<file path="src/rtl/systolic_result_drain.sv">
// Snapshots the 2x2 systolic result after a fixed settle latency and streams it out in raster order.
// Optional build macro SYSTOLIC_DRAIN_RELU_EN clamps negative elements to zero at capture.
module systolic_result_drain #(
  parameter int DATA_W  = 8,
  parameter int LATENCY = 40
) (
  input  logic              clk,
  input  logic              rst,
  input  logic [DATA_W-1:0] o00,
  input  logic [DATA_W-1:0] o01,
  input  logic [DATA_W-1:0] o10,
  input  logic [DATA_W-1:0] o11,
  output logic [DATA_W-1:0] m_data,
  output logic              m_valid,
  input  logic              m_ready,
  output logic              m_last,
  output logic              busy,
  output logic              done
);

  localparam int CNT_W = $clog2(LATENCY) + 1;

  typedef enum logic [1:0] {
    S_WAIT,
    S_SEND,
    S_DONE
  } state_t;

  state_t            state_q, state_d;
  logic [CNT_W-1:0]  cnt_q, cnt_d;
  logic [1:0]        idx_q, idx_d;
  logic [DATA_W-1:0] snap_q [4];
  logic [DATA_W-1:0] snap_d [4];
  logic [DATA_W-1:0] m_data_q, m_data_d;
  logic              m_valid_q, m_valid_d;
  logic              m_last_q, m_last_d;
  logic              busy_q, busy_d;
  logic              done_q, done_d;

  function automatic logic [DATA_W-1:0] clamp_elem(input logic [DATA_W-1:0] v);
`ifdef SYSTOLIC_DRAIN_RELU_EN
    clamp_elem = v[DATA_W-1] ? '0 : v;
`else
    clamp_elem = v;
`endif
  endfunction

  always_comb begin
    state_d   = state_q;
    cnt_d     = cnt_q;
    idx_d     = idx_q;
    snap_d    = snap_q;
    m_data_d  = m_data_q;
    m_valid_d = m_valid_q;
    m_last_d  = m_last_q;
    busy_d    = busy_q;
    done_d    = done_q;

    unique case (state_q)
      S_WAIT: begin
        cnt_d = cnt_q + 1'b1;
        if (cnt_q == CNT_W'(LATENCY - 1)) begin
          snap_d[0] = clamp_elem(o00);
          snap_d[1] = clamp_elem(o01);
          snap_d[2] = clamp_elem(o10);
          snap_d[3] = clamp_elem(o11);
          idx_d     = 2'd0;
          m_data_d  = clamp_elem(o00);
          m_valid_d = 1'b1;
          m_last_d  = 1'b0;
          state_d   = S_SEND;
        end
      end

      S_SEND: begin
        // Outputs only advance on an accepted beat, so a stall holds data and last as-is.
        if (m_ready) begin
          if (idx_q == 2'd3) begin
            m_valid_d = 1'b0;
            m_last_d  = 1'b0;
            m_data_d  = '0;
            busy_d    = 1'b0;
            done_d    = 1'b1;
            state_d   = S_DONE;
          end else begin
            idx_d    = idx_q + 2'd1;
            m_data_d = snap_q[idx_q + 2'd1];
            m_last_d = (idx_q == 2'd2);
          end
        end
      end

      S_DONE: begin
        m_valid_d = 1'b0;
        m_data_d  = '0;
        busy_d    = 1'b0;
        done_d    = 1'b1;
      end

      default: state_d = S_WAIT;
    endcase
  end

  always_ff @(posedge clk or posedge rst) begin
    if (rst) begin
      state_q   <= S_WAIT;
      cnt_q     <= '0;
      idx_q     <= 2'd0;
      for (int i = 0; i < 4; i++) snap_q[i] <= '0;
      m_data_q  <= '0;
      m_valid_q <= 1'b0;
      m_last_q  <= 1'b0;
      busy_q    <= 1'b1;
      done_q    <= 1'b0;
    end else begin
      state_q   <= state_d;
      cnt_q     <= cnt_d;
      idx_q     <= idx_d;
      snap_q    <= snap_d;
      m_data_q  <= m_data_d;
      m_valid_q <= m_valid_d;
      m_last_q  <= m_last_d;
      busy_q    <= busy_d;
      done_q    <= done_d;
    end
  end

  assign m_data  = m_data_q;
  assign m_valid = m_valid_q;
  assign m_last  = m_last_q;
  assign busy    = busy_q;
  assign done    = done_q;

endmodule

</file>
<file path="config.mk">
export PLATFORM = sky130hd
export DESIGN_NAME = systolic_result_drain
export DESIGN_NICKNAME = d
export VERILOG_FILES = /design/src/rtl/systolic_result_drain.sv
export SDC_FILE = /design/constraint.sdc
export NUM_CORES = 1
export LEC_CHECK = 0
export ABC_AREA = 1
export CAP_MARGIN = 10
export CORE_ASPECT_RATIO = 1.5
export CORE_MARGIN = 2
export CORE_UTILIZATION = 45
export CTS_CLUSTER_SIZE = 16
export DETAILED_ROUTE_END_ITERATION = 12
export PLACE_DENSITY = 0.69
export SLEW_MARGIN = 25
export SYNTH_ARGS = -nofsm -noshare
export SYNTH_HDL_FRONTEND = slang
export SYNTH_SLANG_ARGS = --single-unit
</file>
<file path="constraint.sdc">
create_clock -name clk -period 2.23 [get_ports clk]
set_input_delay 0.3345 -clock clk [delete_from_list [all_inputs] [get_ports clk]]
set_output_delay 0.3345 -clock clk [all_outputs]
set_load 0.005 [all_outputs]
</file>
==> run_results.csv <==
group,metric,value,unit
sta,fin_skew,0.0145,ns
final_layout,final_layout_size_suffix_gt1_frac,0.0842,
detailed_routing,drc,0,
detailed_routing,ant_nets,0,
global_routing,grt_max_degree,54,
pwr,p_leak,1.74,nW
clocking,htree_num_levels,2,
final_layout,final_nets,434,
clocking,ctsHoldBuffers,0,
critical_path,endpoint_kind,"register",
die,dieHeight,101,µm
synthesis,synth-seq-cells,55,
synthesis,synth_cell_type_count,25,
global_routing,grt_use_total,0.178,
clocking,cts_resized,0,
final_layout,utilization,0.558,
detailed_routing,wirelength,5450,µm
clocking,cts_tree,"yes",
synthesis,synth.avg_cell_area,8.20,µm²
critical_path,cp.arrival,1.99,ns
placement,dpl.hpwl,4110,µm
clocking,cts.sinks,55,
sta,max_freq,572,MHz
critical_path,cp.required,2.47,ns
pwr,peakVddDrop,0.541,mV
critical_path,reg2reg_depth,6,
job,cap_violations,0,
sta,layout_worst_path_cycle_share,0.785,
final_layout,mostFrequentLayoutCells,"nand2_1 (102), dfrtp_1 (54), clkdlybuf4s50_1 (46)",
die,num_rows,35,
critical_path,rr_startpoint,"state_q[0]",
sta,tns,0,ns
run_status,status,"complete, no violations",
sta,finalCriticalPeriod,1.75,ns
detailed_routing,firstDrtPassIters,4,
clocking,cts_root_buf,"clkbuf_8",
sta,setup_violations,0,
pwr,power_density,1020,nW/µm²
die,fp.dieArea,6930,µm²
placement,dp_slack,0.509,ns
clocking,clock_latency,0.32,ns
detailed_routing,drt-wirelength-per-cell,11.7,µm
critical_path,cp_max_fo,53,
placement,gp_congestion,0.829,
synthesis,syn_inst,344,
clocking,clkTransAtPathRegs,0.10,ns
sta,layout_setup_ws,0.480,ns
critical_path,start_kind,"register",
final_layout,final_common_cell,"nand2_1",
detailed_routing,vias_per_cell,4.75,
final_layout,antenna_cells,0,
final_layout,area_growth,20.4,%
die,core,6090,µm²
pwr,total_power,3.47,mW
clocking,cts_max_path_buffers,2,
synthesis,syn_nets,387,
global_routing,antenna_found_initial,0,
sta,finalHoldViolations,0,
detailed_routing,vias,2215,
detailed_routing,drtIter0Drc,99,
critical_path,crit_family,"buffers and inverters",
die,start_util,0.463,
synthesis,syn_area,2820,µm²
critical_path,crit_buf_inv,2,
critical_path,slowest_stage,"buf_4",
critical_path,critical_path.cell_chain,"inv_1 > ha_1 > nand4_4 > buf_4 > nor2_1 > a21oi_1",
synthesis,yosysWarnings,0,
die,io_pins,47,
critical_path,r2r-end,"snap_q[24]",
sta,grt_setup_unrepaired,"no",
global_routing,grt_pass1_vias,2144,
global_routing,grt.overflow.total,0,
clocking,cts_setup_buffers,0,
global_routing,grt_pass1_wl,9330,µm
worst_hold_path,min_path_type,"input pin to asynchronous set/reset pin",
critical_path,critPathKind,"register to register",
critical_path,r2r_setup_slack,0.48,ns
placement,port_buffers,46,
synthesis,yosysSeqAreaShare,0.488,
sta,slew_headroom,0.565,
die,die_w,68.6,µm
clocking,cts-buffers-inserted,5,
sta,maxSlewViolCount,0,
sta,worstMarginPinSlew,0.652,ns
critical_path,cpPeakStageDelay,0.46,ns
registers in the layout (all words and copies together) (netlist names):
| signal | cells |
|---|---|
| snap_q | 32 |
| m_data | 8 |
| cnt_q | 7 |
| idx_q | 2 |
| state_q | 2 |
| busy | 1 |
| done | 1 |
| m_last | 1 |
| m_valid | 1 |
area by class of cell:
cell class	count	area (µm²)
inverter	48	180
clock inverter	2	12.5
fill	609	2690
clock buffer	6	72.6
timing repair buffer	52	505
sequential	55	1380
tap	74	92.6
multi-input combinational	229	1150
per-layer routing:
metal | wire length (µm) | GRT usage
met1 | 2370 | 0.209
met2 | 2780 | 0.310
met3 | 174 | 0.0302
met4 | 121 | 0.0738
met5 | 0 | 0
worst register-to-register path: stages (launching register included):
cell,delay (ns)
dfrtp_1,0.42
inv_1,0.10
ha_1,0.28
nand4_4,0.20
buf_4,0.46
nor2_1,0.09
a21oi_1,0.13
Yosys cell counts:
cell type	n	share of area
inv_1	43	0.057
nand3b_4	1	0.0071
nor2_2	3	0.0067
nor2_8	1	0.0071
nor2_1	36	0.048
o21ai_0	7	0.012
nor3b_2	1	0.0044
buf_2	2	0.0035
dfrtp_1	54	0.48
nand2_4	2	0.0080
a21oi_1	33	0.059
dfstp_2	1	0.0093
nand3_1	22	0.039
xor2_1	4	0.012
clkinv_1	1	0.0013
or2_1	1	0.0022
nor2_4	2	0.0080
nand4_4	1	0.0075
xnor2_1	2	0.0062
nand2_1	102	0.14
buf_4	4	0.011
buf_6	6	0.024
nand3_2	3	0.011
inv_2	4	0.0053
ha_1	8	0.035
how the worst max path moves through the flow:
| stage | start | to | slack (ns) | cells past startpoint |
|---|---|---|---|---|
| global placement | state_q[0] | snap_q[24] | 0.53 | 6 |
| detailed placement | state_q[1] | m_data[1] | 0.51 | 8 |
| finish | state_q[0] | snap_q[24] | 0.48 | 6 |
| CTS | state_q[0] | snap_q[12] | 0.49 | 6 |
| global route | state_q[0] | snap_q[9] | 0.32 | 6 |
| floorplan | idx_q[0] | m_data[0] | 0.47 | 12 |
stage by stage:
step / instances / hold slack [ns] / cell area, µm²
after floorplan: 344 / 0.441 / 2820
after global placement: 458 / 0.441 / 3310
after detailed placement: 458 / 0.448 / 3310
after CTS: 466 / 0.463 / 3400
after global routing: 466 / 0.497 / 3400
final: 466 / 0.420 / 3400
kinds of logic after synthesis:
logic type,after synthesis,synth area share
adder cells (fa/ha/maj),8,0.0355
AO/OA/AOI/OAI,40,0.0710
XOR/XNOR,6,0.0186
buffers and inverters,60,0.102
AND/OR/NAND/NOR,175,0.284
flip-flops,55,0.488
power by group:
part	switching, mW	internal (mW)	total (mW)
Combinational	0.979	0.671	1.65
Sequential	0.102	1.17	1.27
Clock	0.329	0.221	0.550
Total	1.41	2.06	3.47
Note: power is estimated with default switching activity, not from simulation.
